[config.mk]
export PLATFORM = sky130hd
export DESIGN_NAME = fifo_uart_tx
export DESIGN_NICKNAME = d
export VERILOG_FILES = /design/src/rtl/fifo_uart_pkg.sv /design/src/rtl/uart_baud_cnt.sv /design/src/rtl/fifo_uart_tx.sv
export SDC_FILE = /design/constraint.sdc
export NUM_CORES = 1
export LEC_CHECK = 0
export ABC_AREA = 1
export BUFFER_PORTS_ARGS = -buffer_cell sky130_fd_sc_hd__buf_4
export CAP_MARGIN = 0
export CORE_ASPECT_RATIO = 1.2
export CORE_MARGIN = 1
export CORE_UTILIZATION = 60
export DETAILED_ROUTE_END_ITERATION = 7
export MAX_ROUTING_LAYER = met4
export PLACE_DENSITY = 0.91
export SLEW_MARGIN = 40
export SYNTH_ARGS = -nofsm -noshare
export SYNTH_HDL_FRONTEND = slang
export SYNTH_SLANG_ARGS = --single-unit
[constraint.sdc]
create_clock -name ck -period 3.9 [get_ports ck]
set_clock_uncertainty 0.15 [all_clocks]
set_input_delay 0.585 -clock ck [delete_from_list [all_inputs] [get_ports ck]]
set_output_delay 0.585 -clock ck [all_outputs]
set_load 0.1 [all_outputs]
[src/rtl/fifo_uart_pkg.sv]
// -----------------------------------------------------------------------------
// fifo_uart_pkg
// Shared definitions for the FIFO-draining UART transmitter.
//   state_t          : transmitter FSM states
//   UART_START_BIT   : line level of the start bit
//   UART_STOP_BIT    : line level of the stop bit (also the idle level)
//   UART_DATA_BITS   : data bits per frame
// Optional feature macro: UART_TX_PARITY_EN adds the PARITY state.
// -----------------------------------------------------------------------------
package fifo_uart_pkg;

    localparam logic UART_START_BIT = 1'b0;
    localparam logic UART_STOP_BIT  = 1'b1;
    localparam int   UART_DATA_BITS = 8;

    typedef enum logic [2:0] {
        ST_IDLE,
        ST_REQ,
        ST_LOAD,
        ST_START,
        ST_DATA,
`ifdef UART_TX_PARITY_EN
        ST_PARITY,
`endif
        ST_STOP
    } state_t;

endpackage : fifo_uart_pkg

[src/rtl/uart_baud_cnt.sv]
// -----------------------------------------------------------------------------
// uart_baud_cnt
// Bit-time counter. Counts 0..CLKS_PER_BIT-1 while enabled and pulses bit_done
// for one cycle on the last count of each bit-time, then wraps to 0.
//   ck       : clock, posedge
//   rst      : synchronous reset, active low
//   clear    : forces the count back to 0 (has priority over en)
//   en       : count enable
//   bit_done : high during the final cycle of a bit-time
// -----------------------------------------------------------------------------
module uart_baud_cnt #(
    parameter int CLKS_PER_BIT = 16
) (
    input  logic ck,
    input  logic rst,
    input  logic clear,
    input  logic en,
    output logic bit_done
);

    localparam int               CNT_W    = $clog2(CLKS_PER_BIT);
    localparam logic [CNT_W-1:0] CNT_LAST = CNT_W'(CLKS_PER_BIT - 1);

    logic [CNT_W-1:0] cnt_reg;

    always_ff @(posedge ck) begin
        if (!rst) begin
            cnt_reg <= '0;
        end else if (clear) begin
            cnt_reg <= '0;
        end else if (en) begin
            cnt_reg <= (cnt_reg == CNT_LAST) ? '0 : cnt_reg + CNT_W'(1);
        end
    end

    assign bit_done = en && !clear && (cnt_reg == CNT_LAST);

endmodule : uart_baud_cnt

[src/rtl/fifo_uart_tx.sv]
// -----------------------------------------------------------------------------
// fifo_uart_tx
// Pops bytes from a 16-entry byte FIFO (registered read data) and sends each
// one as an 8N1 UART frame, LSB first. One read strobe per frame; a new frame
// always passes through IDLE, REQ and LOAD, so there is no prefetch.
//   ck      : clock, posedge
//   rst     : synchronous reset, active low
//   txen    : transmit enable; gates only the start of a new frame
//   Fempty  : FIFO empty flag
//   Dout    : FIFO read data, valid the cycle after the read edge
//   Ren     : FIFO read strobe, one cycle per byte
//   txd     : serial output, idles high
//   busy    : high whenever the FSM is outside IDLE
// Optional feature macro: UART_TX_PARITY_EN appends an even-parity bit
// (11 bit-times per frame instead of 10).
// -----------------------------------------------------------------------------
module fifo_uart_tx
    import fifo_uart_pkg::*;
#(
    parameter int CLKS_PER_BIT = 16
) (
    input  logic       ck,
    input  logic       rst,
    input  logic       txen,
    input  logic       Fempty,
    input  logic [7:0] Dout,
    output logic       Ren,
    output logic       txd,
    output logic       busy
);

    localparam logic [2:0] LAST_BIT = 3'(UART_DATA_BITS - 1);

    state_t                    state_reg;
    logic [UART_DATA_BITS-1:0] shreg_reg;
    logic [2:0]                bit_idx_reg;
    logic                      txd_reg;
    logic                      ren_reg;
    logic                      busy_reg;
`ifdef UART_TX_PARITY_EN
    logic                      parity_reg;
`endif

    logic cnt_clear;
    logic cnt_en;
    logic bit_done;

    // The bit-time counter only runs while a bit is on the line; it is held
    // at 0 through the handshake so START begins with a fresh count.
    assign cnt_clear = (state_reg == ST_IDLE) || (state_reg == ST_REQ) ||
                       (state_reg == ST_LOAD);
    assign cnt_en    = !cnt_clear;

    uart_baud_cnt #(
        .CLKS_PER_BIT(CLKS_PER_BIT)
    ) u_baud_cnt (
        .ck      (ck),
        .rst     (rst),
        .clear   (cnt_clear),
        .en      (cnt_en),
        .bit_done(bit_done)
    );

    always_ff @(posedge ck) begin
        if (!rst) begin
            state_reg   <= ST_IDLE;
            shreg_reg   <= '0;
            bit_idx_reg <= '0;
            txd_reg     <= UART_STOP_BIT;
            ren_reg     <= 1'b0;
            busy_reg    <= 1'b0;
`ifdef UART_TX_PARITY_EN
            parity_reg  <= 1'b0;
`endif
        end else begin
            case (state_reg)
                ST_IDLE: begin
                    txd_reg <= UART_STOP_BIT;
                    if (txen && !Fempty) begin
                        ren_reg   <= 1'b1;
                        busy_reg  <= 1'b1;
                        state_reg <= ST_REQ;
                    end
                end

                // The FIFO pops on this edge; its data appears next cycle.
                ST_REQ: begin
                    ren_reg   <= 1'b0;
                    state_reg <= ST_LOAD;
                end

                ST_LOAD: begin
                    shreg_reg <= Dout;
`ifdef UART_TX_PARITY_EN
                    parity_reg <= ^Dout;
`endif
                    txd_reg   <= UART_START_BIT;
                    state_reg <= ST_START;
                end

                ST_START: begin
                    if (bit_done) begin
                        txd_reg     <= shreg_reg[0];
                        bit_idx_reg <= '0;
                        state_reg   <= ST_DATA;
                    end
                end

                ST_DATA: begin
                    if (bit_done) begin
                        if (bit_idx_reg == LAST_BIT) begin
`ifdef UART_TX_PARITY_EN
                            txd_reg   <= parity_reg;
                            state_reg <= ST_PARITY;
`else
                            txd_reg   <= UART_STOP_BIT;
                            state_reg <= ST_STOP;
`endif
                        end else begin
                            // Drive the next bit straight from the pre-shift
                            // value so txd changes on the same edge.
                            shreg_reg   <= shreg_reg >> 1;
                            txd_reg     <= shreg_reg[1];
                            bit_idx_reg <= bit_idx_reg + 3'd1;
                        end
                    end
                end

`ifdef UART_TX_PARITY_EN
                ST_PARITY: begin
                    if (bit_done) begin
                        txd_reg   <= UART_STOP_BIT;
                        state_reg <= ST_STOP;
                    end
                end
`endif

                ST_STOP: begin
                    if (bit_done) begin
                        busy_reg  <= 1'b0;
                        state_reg <= ST_IDLE;
                    end
                end

                default: begin
                    txd_reg   <= UART_STOP_BIT;
                    ren_reg   <= 1'b0;
                    busy_reg  <= 1'b0;
                    state_reg <= ST_IDLE;
                end
            endcase
        end
    end

    assign Ren  = ren_reg;
    assign txd  = txd_reg;
    assign busy = busy_reg;

endmodule : fifo_uart_tx
==> summary.md <==
The run finished with clean final reports. The routed design uses 1320 um of met2 wire. TritonCTS built the clock tree. The cell count after synthesis came out at 172.

Using the TritonRoute via totals, the vias-per-cell ratio works out to 5.58. Setup total negative slack on the finished layout was measured at 0 ns. In the synthesized netlist the dominant register cell turns out to be dfxtp_1. At the pin with the least slew margin, the transition time is 0.468 ns. Based on the critical path, the design can be clocked at up to 500 MHz. For this block, the initial DRC count from the detailed router was 25.

On the final layout, the worst hold slack is 0.307 ns. Counting flops and latches in the post-synthesis netlist gives 21. The share of post-route cells with drive strength above 1 is 0.178, and the async set-reset flop share out of synthesis is 0. TritonCTS created 3 clock buffers.

The tools report the remaining antenna violation count as 0. For this design the ratio of total power to cell area is 658 nW/um2. The count of unresolved DRC violations after routing was 0.

The register with the most flip-flops in the layout has 8 of them. The run gives 0 as the total overflow reported by the global router. The total of fill cells in the finished design is 168, and the number of inserted diodes is 0. The biggest fanout along the worst timing path is 12, and the internal portion of total power is 0.000431 W.

Counting flops with a built-in enable in the synthesized netlist gives 0. Post-synth net total: 188. The signal on the critical path passes through inv_2 -> ha_1 -> inv_1 -> nand3_2 -> nand2_4 -> nand2_2 -> nand2_1 -> a21oi_1. The switching portion of total power was 0.488.

After layout, the design draws a total of 0.000843 W. For this design, the slowest cell found on the critical path is dfxtp_1. Combinational fraction of design power: 0.501. Among cell families on the critical path, the largest total delay comes from flip-flops. The synthesized area per cell is 6.71 um2, and the maximum number of pins on one net before global-route repair is 14.

The height of the chip is 50.0 um, and the total length of routed wires is 2500 um. The Yosys step of the flow raised 0 warnings. Net load switching power: 0.000412 W.

The number of H-tree levels came out at 1. The tools report the number of unique standard cell types used by synthesis as 26. Max-cap violations in this run came to 0. VDD sags by at most 0.000445 V. The tools report the register area share after synthesis as 0.364. The path class of the tightest hold or removal check is flip-flop to flip-flop. The floorplan step set the die width to 42.0 um. The via count of the first global-routing pass was 1,081. Summing every instance area after synthesis gives 1150 um2. After the last flow step, the layout net total stands at 202. The final-report max-slew violation count is 0. The run gives 0.277 as the aggregate global-route resource usage. The routed length per instance is 12.3 um, and the sum of routed wire segments on met1 is 1050 um. The buffer and inverter count on the worst path is 2, and the share of the clock period used by the worst path after layout is 0.513.

Setup violations remaining at the end of the flow were counted as 0. Sort of element at the end of the critical path: a flip-flop. The slack of the worst reg-to-reg path is 1.90 ns. Clock-pin slew was measured on the worst setup and hold paths at 0.13 ns.

In this run the static leakage power is 0.601 nW. The tools report the cell at the root of the clock tree as clkbuf_4. During placement, the flow inserted port buffers numbering 14. The first global-routing pass estimated 4310 um of wire.

Hold repair after CTS inserted 0 buffers. Row generation in the floorplan step produced 17 rows. The layout-stage area growth over the synthesis result was 11.1%.

The worst setup path is launched from a flip-flop. The tree built by TritonCTS fans out to 21 sinks. The routed design uses 68 um of met3 wire. The run gives 0.631 as the initial core utilization. The final critical-path required period is 2.00 ns, and the sequential power share is 0.366.

For the critical path data arrival time, the log shows 2.06 ns. The die covers 2100 um2. The max-slew headroom at the worst pin came out at 0.688. The tools report the number of antenna violations at the first check in global routing as 0. The critical path start-end classification is flip-flop to flip-flop. Detailed placement ended at an HPWL of 1820 um.

Gates resized during post-CTS repair numbered 0. At the worst endpoint, the required time is 3.95 ns. The number of hold violations in the final report is 0, and the total setup buffers inserted after CTS is 0. The logs give 0.822 for the final weighted congestion in routability-driven placement and 1830 um2 for the area of the core region. No sink is reached through more buffers than the 2 on the longest clock path. For the number of vias after detailed routing, the log shows 1,138. Before antenna repair, the detailed router went through 4 iterations.

The tools report the clock network fraction of total power as 0.134. 15 I/O pins were placed. Setup repair after global routing left no endpoint under its margin. The delay contributed by the slowest stage of the critical path is 0.59 ns.

The clock reaches the later pin of the worst-skew pair after 0.33 ns. Signal routing reaches up to met4.
-- cells in the mapped netlist, types with 2 or more instances --
library cell / count / area share
a21oi_1: 11 / 0.048
clkbuf_1: 2 / 0.0065
buf_2: 2 / 0.0087
dfxtp_1: 21 / 0.36
nand2_1: 54 / 0.18
o21ai_0: 3 / 0.013
nor2_4: 2 / 0.020
nor2_2: 2 / 0.011
ha_1: 4 / 0.043
inv_1: 11 / 0.036
nand3_1: 24 / 0.10
nand3_2: 2 / 0.017
nor2_1: 16 / 0.052
inv_2: 5 / 0.016
nand2_2: 2 / 0.011
-- area by class of cell --
cell class                      count  area [um2]  area share
Timing Repair Buffer               14         105      0.0820
Multi-Input combinational cell    130         644       0.503
Sequential cell                    21         420       0.328
Inverter                           16        60.1      0.0469
Tap cell                           19        23.8      0.0186
Clock inverter                      1        5.00     0.00391
Clock buffer                        3        22.5      0.0176
-- logic make-up after synthesis --
logic type / count (synthesis) / share of synthesized area
and+or+nand+nor: 107 / 0.422
buffers and inverters: 21 / 0.0770
DFF: 21 / 0.364
AOI/OAI and AO/OA: 18 / 0.0857
adders and majority gates: 4 / 0.0434
xor gates and xnor gates: 1 / 0.00759
-- layer usage --
metal,vias to the layer above,global-route usage
li1,581,-
met1,524,0.292
met2,28,0.482
met3,5,0.0549
met4,0,0.151
met5,-,-
-- placed cells by master (no fill, tap or decap), drive strengths merged --
cell type | Yosys | routed
dfxtp | 21 | 21
nand3 | 26 | 26
xor2 | 1 | 1
buf | 3 | 14
nor3b | 1 | 1
or2 | 1 | 1
nand4 | 1 | 1
nand2 | 57 | 57
clkinv | 0 | 1
clkbuf | 2 | 3
o21ai | 5 | 5
ha | 4 | 4
a21oi | 11 | 11
nor2 | 20 | 20
o2111ai | 1 | 1
a31oi | 1 | 1
nor3 | 1 | 1
inv | 16 | 16
-- stage by stage --
step,util,instance area [um2],std cells,worst slack [ns]
after global placement,0.685,1250,200,1.98
after floorplan,-,1150,172,2.24
after CTS,0.700,1280,204,1.93
after detailed placement,0.685,1250,200,1.95
final,0.700,1280,204,1.90
after global routing,0.700,1280,204,1.74
-- power by group through the flow --
stage | sequential, W | combinational, W | clock, W
3_5_place_dp | 0.000312 | 0.000416 | 0
6_report | 0.000308 | 0.000422 | 0.000113
2_1_floorplan | 0.000353 | 0.000298 | 0
5_1_grt | 0.000315 | 0.000466 | 0.000119
3_3_place_gp | 0.000309 | 0.000404 | 0
4_1_cts | 0.000307 | 0.000419 | 0.000111
-- path summary, 6_finish.rpt --
check	from	end	cells past startpoint
setup / recovery	state_reg[2]	shreg_reg[1]	8
setup reg to reg	state_reg[2]	shreg_reg[1]	8
hold reg to reg	u_baud_cnt.cnt_reg[0]	u_baud_cnt.cnt_reg[0]	1
hold / removal	u_baud_cnt.cnt_reg[0]	u_baud_cnt.cnt_reg[0]	1
Note: power is estimated with default switching activity, not from simulation.
